===== config.mk =====
export PLATFORM = sky130hd
export DESIGN_NAME = seq_multiplier
export DESIGN_NICKNAME = d
export VERILOG_FILES = /design/src/rtl/mult_pkg.sv /design/src/rtl/mult_step.sv /design/src/rtl/seq_multiplier.sv
export SDC_FILE = /design/constraint.sdc
export NUM_CORES = 1
export LEC_CHECK = 0
export BUFFER_PORTS_ARGS = -buffer_cell sky130_fd_sc_hd__clkbuf_2
export CORE_ASPECT_RATIO = 0.8
export CORE_UTILIZATION = 50
export DETAILED_ROUTE_END_ITERATION = 7
export GPL_TIMING_DRIVEN = 0
export HOLD_SLACK_MARGIN = 0.12
export PLACE_DENSITY = 0.81
export SYNTH_ARGS = -nofsm -noshare
export SYNTH_HDL_FRONTEND = slang
export SYNTH_SLANG_ARGS = --single-unit

===== constraint.sdc =====
create_clock -name clk -period 2.15 [get_ports clk]
set_clock_uncertainty 0.05 [all_clocks]
set_input_delay 0.3225 -clock clk [delete_from_list [all_inputs] [get_ports clk]]
set_output_delay 0.3225 -clock clk [all_outputs]
set_load 0.005 [all_outputs]

===== src/rtl/mult_pkg.sv =====
// Shared types and sizing helpers for the sequential shift-add multiplier.
// The SIGNED_MULT_EN build option is handled in mult_step and seq_multiplier.
package mult_pkg;

  localparam int unsigned WIDTH_MIN = 2;
  localparam int unsigned WIDTH_MAX = 32;

  typedef enum logic [1:0] {
    IDLE = 2'd0,
    RUN  = 2'd1,
    DONE = 2'd2
  } state_t;

  // Ceiling log2, used to size the iteration counter as clog2(WIDTH+1).
  function automatic int unsigned clog2(input int unsigned value);
    int unsigned r;
    int unsigned v;
    r = 0;
    v = value - 1;
    while (v > 0) begin
      r = r + 1;
      v = v >> 1;
    end
    return r;
  endfunction

endpackage


===== src/rtl/mult_step.sv =====
// One combinational shift-add iteration on {A,Q}. With SIGNED_MULT_EN defined
// it adds the radix-2 Booth recoding (q_m1, subtractor, arithmetic shift).
module mult_step
  import mult_pkg::*;
#(
  parameter int unsigned WIDTH = 8
) (
  input  logic [WIDTH:0]   a,
  input  logic [WIDTH-1:0] q,
  input  logic [WIDTH-1:0] mc,
`ifdef SIGNED_MULT_EN
  input  logic             q_m1,
  input  logic             sgn,
  output logic             q_m1_next,
`endif
  output logic [WIDTH:0]   a_next,
  output logic [WIDTH-1:0] q_next
);

  logic [WIDTH:0] sum;

`ifdef SIGNED_MULT_EN
  logic [WIDTH:0] mc_ext;

  always_comb begin
    mc_ext = {sgn & mc[WIDTH-1], mc};
    sum    = a;
    if (sgn) begin
      if ({q[0], q_m1} == 2'b01) begin
        sum = a + mc_ext;
      end else if ({q[0], q_m1} == 2'b10) begin
        sum = a - mc_ext;
      end
    end else if (q[0]) begin
      sum = a + mc_ext;
    end
    // Arithmetic shift in signed mode, logical otherwise; Q[0] drops into q_m1.
    {a_next, q_next, q_m1_next} = {sgn & sum[WIDTH], sum, q};
  end
`else
  always_comb begin
    sum              = q[0] ? (a + {1'b0, mc}) : a;
    {a_next, q_next} = {1'b0, sum, q[WIDTH-1:1]};
  end
`endif

endmodule


===== src/rtl/seq_multiplier.sv =====
// Sequential WIDTH-cycle shift-add multiplier with start/busy/done handshake.
// Define SIGNED_MULT_EN to add the signed_mode port and Booth datapath.
module seq_multiplier
  import mult_pkg::*;
#(
  parameter int unsigned WIDTH = 8
) (
  input  logic               clk,
  input  logic               rst,
  input  logic               start,
  input  logic [WIDTH-1:0]   MP,
  input  logic [WIDTH-1:0]   MC,
`ifdef SIGNED_MULT_EN
  input  logic               signed_mode,
`endif
  output logic               busy,
  output logic               done,
  output logic [2*WIDTH-1:0] product,
  output logic               zero_flag
);

  localparam int unsigned CW = clog2(WIDTH + 1);

  if (WIDTH < WIDTH_MIN || WIDTH > WIDTH_MAX) begin : g_width_check
    $error("seq_multiplier: WIDTH out of legal range");
  end

  state_t           state;
  logic [CW-1:0]    cnt;
  logic [WIDTH:0]   a_r;
  logic [WIDTH-1:0] q_r;
  logic [WIDTH-1:0] mc_r;
  logic [WIDTH:0]   a_nxt;
  logic [WIDTH-1:0] q_nxt;
  logic [2*WIDTH-1:0] prod_c;
  logic             accept_c;

`ifdef SIGNED_MULT_EN
  logic qm1_r;
  logic sgn_r;
  logic qm1_nxt;
`endif

  mult_step #(.WIDTH(WIDTH)) u_step (
    .a         (a_r),
    .q         (q_r),
    .mc        (mc_r),
`ifdef SIGNED_MULT_EN
    .q_m1      (qm1_r),
    .sgn       (sgn_r),
    .q_m1_next (qm1_nxt),
`endif
    .a_next    (a_nxt),
    .q_next    (q_nxt)
  );

  assign prod_c = {a_nxt[WIDTH-1:0], q_nxt};

  // The edge leaving DONE doubles as an accepting edge, giving WIDTH+1 throughput.
  assign accept_c = start && (state == IDLE || state == DONE);

  always_ff @(posedge clk) begin
    if (!rst) begin
      state     <= IDLE;
      busy      <= 1'b0;
      done      <= 1'b0;
      product   <= '0;
      zero_flag <= 1'b1;
      cnt       <= '0;
      a_r       <= '0;
      q_r       <= '0;
      mc_r      <= '0;
`ifdef SIGNED_MULT_EN
      qm1_r     <= 1'b0;
      sgn_r     <= 1'b0;
`endif
    end else begin
      done <= 1'b0;
      if (accept_c) begin
        state <= RUN;
        busy  <= 1'b1;
        cnt   <= CW'(WIDTH);
        a_r   <= '0;
        q_r   <= MP;
        mc_r  <= MC;
`ifdef SIGNED_MULT_EN
        qm1_r <= 1'b0;
        sgn_r <= signed_mode;
`endif
      end else begin
        case (state)
          IDLE: begin
            busy <= 1'b0;
          end
          RUN: begin
            a_r <= a_nxt;
            q_r <= q_nxt;
`ifdef SIGNED_MULT_EN
            qm1_r <= qm1_nxt;
`endif
            cnt <= cnt - CW'(1);
            if (cnt == CW'(1)) begin
              state     <= DONE;
              done      <= 1'b1;
              product   <= prod_c;
              zero_flag <= (prod_c == '0);
            end
          end
          DONE: begin
            state <= IDLE;
            busy  <= 1'b0;
          end
          default: begin
            state <= IDLE;
            busy  <= 1'b0;
          end
        endcase
      end
    end
  end

endmodule

# [Word level (Yosys, flattened, before mapping)]
# Cells that the tools add are included.
[op_classes] n_addsub=2 eq_ne=7 mux=11 bitwise_logic=4 reduce_logical=10
[ops] operator="16-bit zero test" count=1
[ops] operator="8-bit two-way mux" count=2
[ops] operator="8-bit by 8-bit adder with 9-bit output" count=1
[ops] operator="9-bit two-way mux" count=1
[ops] operator="4-bit two-way mux" count=2
[ops] operator="2-bit inequality test (second input constant)" count=3
[ops] operator="4-bit by 1-bit equality test with 1-bit output (second input constant)" count=1
[ops] operator="1-bit two-way mux" count=4
[ops] operator="1-bit NOT" count=4
[ops] operator="2-bit one-hot mux with 2 select lines" count=1
[ops] operator="2-bit AND reduction" count=2
[ops] operator="4-bit by 1-bit subtractor with 4-bit output (second input constant)" count=1
[ops] operator="3-bit inequality test (second input constant)" count=1
[ops] operator="3-bit AND reduction" count=1
[ops] operator="3-bit OR reduction" count=1
[ops] operator="2-bit by 1-bit equality test with 1-bit output (second input constant)" count=1
[ops] operator="2-bit equality test (second input constant)" count=1
[ops] operator="2-bit zero test" count=1
[ops] operator="2-bit two-way mux" count=1
[ops] operator="2-bit nonzero test" count=1
[ops] operator="2-bit OR reduction" count=1
[ops] operator="1-bit logical AND" count=1
[ops] operator="1-bit logical OR" count=1
[totals] register_bits=49 in_bits=19 output_inout_bits=19 word_cells=45

# [Logic depth before layout (Yosys ltp)]
[depth] ltp_word=5 ltp_mapped=9 ltp_nobuf=9

# [Modules after synthesis]
# A second synthesis with hierarchy kept.
[unflattened] hier_cells=312 hier_area_um2=2552.4
[by_module_without_submodules] module="seq_multiplier" n_inst=1 cells_per_inst=238 area_each_um2=1990.7 seq_area_each_um2=1001.0
[by_module_without_submodules] module="mult_step" n_inst=1 cells_per_inst=74 area_each_um2=561.8 seq_area_each_um2=0.0

# [Worst setup path before layout]
# No wires, ideal clock.
[synth_path] path_type="register to register" startpoint="register a_r[0]" endpoint="register zero_flag" setup_ns=0.116 arrival_ns=1.950 t_required_ns=1.984 setup_slack_ns=0.035 stages_incl_launch_ff=10 n_path_buf=0 synth_period_minus_slack_ns=2.115 path_cell_list="dfxtp_1 ha_1 inv_1 fa_1 nor2b_4 o31a_1 o211ai_1 a31oi_1 and4b_1 a31o_1"
[synth_between] elab_chain_len=3
[synth_lines] item="from (decl)" line="seq_multiplier.sv:30" rtl="logic [WIDTH:0] a_r;"
[synth_lines] item="from (signal assigned)" line="seq_multiplier.sv:96" rtl="a_r <= a_nxt;"
[synth_lines] item="8-bit by 8-bit adder with 9-bit output" line="mult_step.sv:42" rtl="sum = q[0] ? (a + {1'b0, mc}) : a;"
[synth_lines] item="9-bit two-way mux *" line="mult_step.sv:42"
[synth_lines] item="16-bit zero test *" line="seq_multiplier.sv:106" rtl="zero_flag <= (prod_c == '0);"
[synth_lines] item="to (signal assigned)" line="seq_multiplier.sv:106"
[synth_lines] item="to (decl)" line="seq_multiplier.sv:19" rtl="output logic zero_flag"
# Every way passes the cells marked *; elsewhere a longest branch is shown, timed or not.
# A chain may end at the register's enable or synchronous reset.

# [Final worst setup path]
# Ends and elaborated chain as after synthesis.

==> run_results.csv <==
group,metric,value,unit
synthesis,syn-instance-count,277,
final_layout,n_fill_cell,380,
sta,setup_viol,2,
synthesis,synthAdderAreaFrac,6.22,%
synthesis,synth_area_leader_cell,"dfxtp_1",
power_and_ir_drop,p_total,1.97,mW
place,gp_congestion,0.870,
sta,tightestPinTransition,580,ps
route,ant_nets,0,
clocking,clkSlewWorstSetupHoldPaths,90,ps
outcome,status,"complete, but fails checks",
global_route,antenna_found_initial,0,
route,routedWlPerCell,15.9,um
global_route,first_global_vias,2016,
worst_setup_path,cp_max_fo,4,
final_layout,post-route-util,64.1,%
synthesis,synth_simple_gate_area_share,22.4,%
job,cap_violations,0,
sta,hold_viol,0,
synthesis,yosysUniqueCellTypes,42,
final_layout,fin_nets,355,
synthesis,synth-edff-count,0,
global_route,grt_overflow,0,
synthesis,ys_warn_count,0,
sta,layout_setup_ws,-86.6,ps
synthesis,syn-num-nets,307,
synthesis,seq_area_frac_synth,42.0,%
floorplan,dieWidth,78.4,um
sta,min_period,2240,ps
sta,finalCritPeriodShare,104,%
final_layout,drive_gt1_share,20.6,%
final_layout,layout_common_cells,"nand2_1 (64), dfxtp_1 (46), clkbuf_2 (37), a21boi_0 (24), nor2_1 (18)",
power_and_ir_drop,ir_worst_vdd,0.000565,V
route,routed_wl,6.07,mm
power_and_ir_drop,p_per_area,710,nW/um^2
synthesis,synthFlopType,"dfxtp_1",
synthesis,yosysTopAreaCellShare,42.0,%
synthesis,synth-seq-cells,49,
final_layout,area_delta_synth_final,19.1,%
worst_setup_path,cp_cell_sequence,"ha_4 > inv_2 > fa_2 > nor2b_4 > o31a_1 > o211ai_1 > a31oi_2 > and4b_1 > a31o_1",
synthesis,synth.top_cells.by_area,"dfxtp_1 (42%), nand2_1 (10%), a21boi_0 (8.0%)",
sta,grt_setup_unrepaired,"yes",
place,dp_slack,-292,ps
clocking,clockBufferDepth,2,
global_route,grt_max_degree,16,
synthesis,synth_top_family_by_area,"compound AO/OA/AOI/OAI gates",
floorplan,die_area,4950,sq um
sta,max_freq,0.447,GHz
synthesis,avgSynthCellArea,8.42,sq um
floorplan,rows,21,
route,num_vias,2190,
clocking,h-tree-depth,2,
synthesis,muxShareOfSynthArea,0.858,%
floorplan,coreArea,4340,sq um
synthesis,synth_area,2330,sq um
worst_setup_path,cp-end-kind,"flip-flop",
worst_setup_path,critPathLaunchType,"flip-flop",
place,dp_hpwl,4.22,mm
floorplan,start_util,53.8,%
worst_setup_path,cp_data_required_time,2300,ps
min_path,hold_class,"primary input to flip-flop",
clocking,cts_buffers,5,
floorplan,die_h,63.1,um
route,routed_via_density,5.72,
route,drt_iter0_drc,149,
worst_setup_path,max_stage_delay,380,ps
route,drcViolationCount,0,
global_route,grt_usage,25.8,%
synthesis,synth-compound-area-share,23.5,%
power_and_ir_drop,p_leak,1.19,nW
worst_setup_path,path_class,"flip-flop to flip-flop",
clocking,cts_root_buffer,"clkbuf_8",
route,dr.pass1.iters,5,
synthesis,synth_xor_area_share,1.13,%
sta,slew_violations,0,
worst_setup_path,critical_path.slowest_cell,"dfxtp_2",
clocking,cts_sinks,49,
final_layout,num_antenna_cells,0,
final_layout,layout_commonest_cell,"nand2_1",
floorplan,ios,38,
global_route,grt_pass1_wl,9.75,mm
place,port_buffers,37,
sta,maxSlewHeadroom,61.3,%
clocking,clk_latency,310,ps
clocking,cts_tree,"done",
outcome,violations,"negative setup slack",
worst_setup_path,cp.arrival,2390,ps
synthesis,synthArstFlopShare,0,%
[worst paths after layout]
check	start	endpoint	slack (ps)	cells past startpoint
worst min-delay path	MC[0]	mc_r[0]	190	3
worst max register to register	a_r[0]	zero_flag	-90	9
worst max-delay path	a_r[0]	zero_flag	-90	9
worst min register to register	product[15]	product[15]	420	2
[layout make-up]
type / count / area [sq um] / area share, %
Multi-Input combinational cell: 205 / 1300 / 46.7
Sequential cell: 49 / 985 / 35.4
Timing Repair Buffer: 41 / 215 / 7.74
Clock buffer: 6 / 82.6 / 2.97
Tap cell: 57 / 71.3 / 2.57
Buffer: 16 / 63.8 / 2.30
Clock inverter: 2 / 37.5 / 1.35
Inverter: 7 / 26.3 / 0.946
[critical path: cells and delay by family (launching register included)]
family,cells,cell delay [ps]
adder cells (fa/ha/maj),2,500
AO/OA/AOI/OAI,4,790
flip-flops,1,380
buffers and inverters,1,30
AND/OR/NAND/NOR,2,380
[report_power, final]
group | internal [mW] | total (mW) | switching, mW
clock network | 0.379 | 0.706 | 0.327
logic | 0.111 | 0.278 | 0.167
registers | 0.950 | 0.990 | 0.0400
[metal layers]
layer / global-route usage, % / up-vias / share of wire [%]
li1: - / 1058 / -
met1: 38.3 / 1009 / 48
met2: 37.2 / 107 / 42
met3: 4.78 / 16 / 7.6
met4: 8.33 / 0 / 1.7
met5: 0 / - / 0
[per-stage QoR]
stage               TNS, ps  cell area [sq um]  hold WS (ps)  std cells
global route           -528               2780           200        383
floorplan                 0               2330           397        277
global placement       -307               2590           401        371
CTS                   -99.7               2760           194        382
finish                 -150               2780           195        383
detailed placement     -564               2590           407        371
[registers in the layout, indices dropped and copies added (netlist names)]
name	cells
product	16
state	2
busy	1
cnt	4
q_r	8
mc_r	8
a_r	8
done	1
zero_flag	1
[logic make-up (layout without fill, tap and decap cells)]
group	Yosys count	in the layout
simple gates	115	115
compound gates	74	74
flops	49	49
buf+inv	23	72
fa+ha+maj	11	11
xor+xnor	3	3
mux	2	2
[synth_stat cells (all sizes together) (2+ instances only)]
master  instances
buf             4
nor4            3
and2b           2
nor3            9
a21boi         25
o21ai           6
and2            2
clkbuf         12
a22oi           7
ha             10
a21oi           8
nand2b          2
o21a            2
nor2           19
a211oi         10
xnor2           2
a31oi           2
inv             7
dfxtp          49
mux2i           2
o211a           7
nand2          65
and3            2
nor2b           6
[timing repair]
item / CTS / global route
hold buffers: 0 / 0
pin swaps: 6 / 7
endpoints found under the setup margin: 5 / 11
setup buffers: 3 / 1
resized for setup: 7 / 6
(Power assumes the default switching activity.)
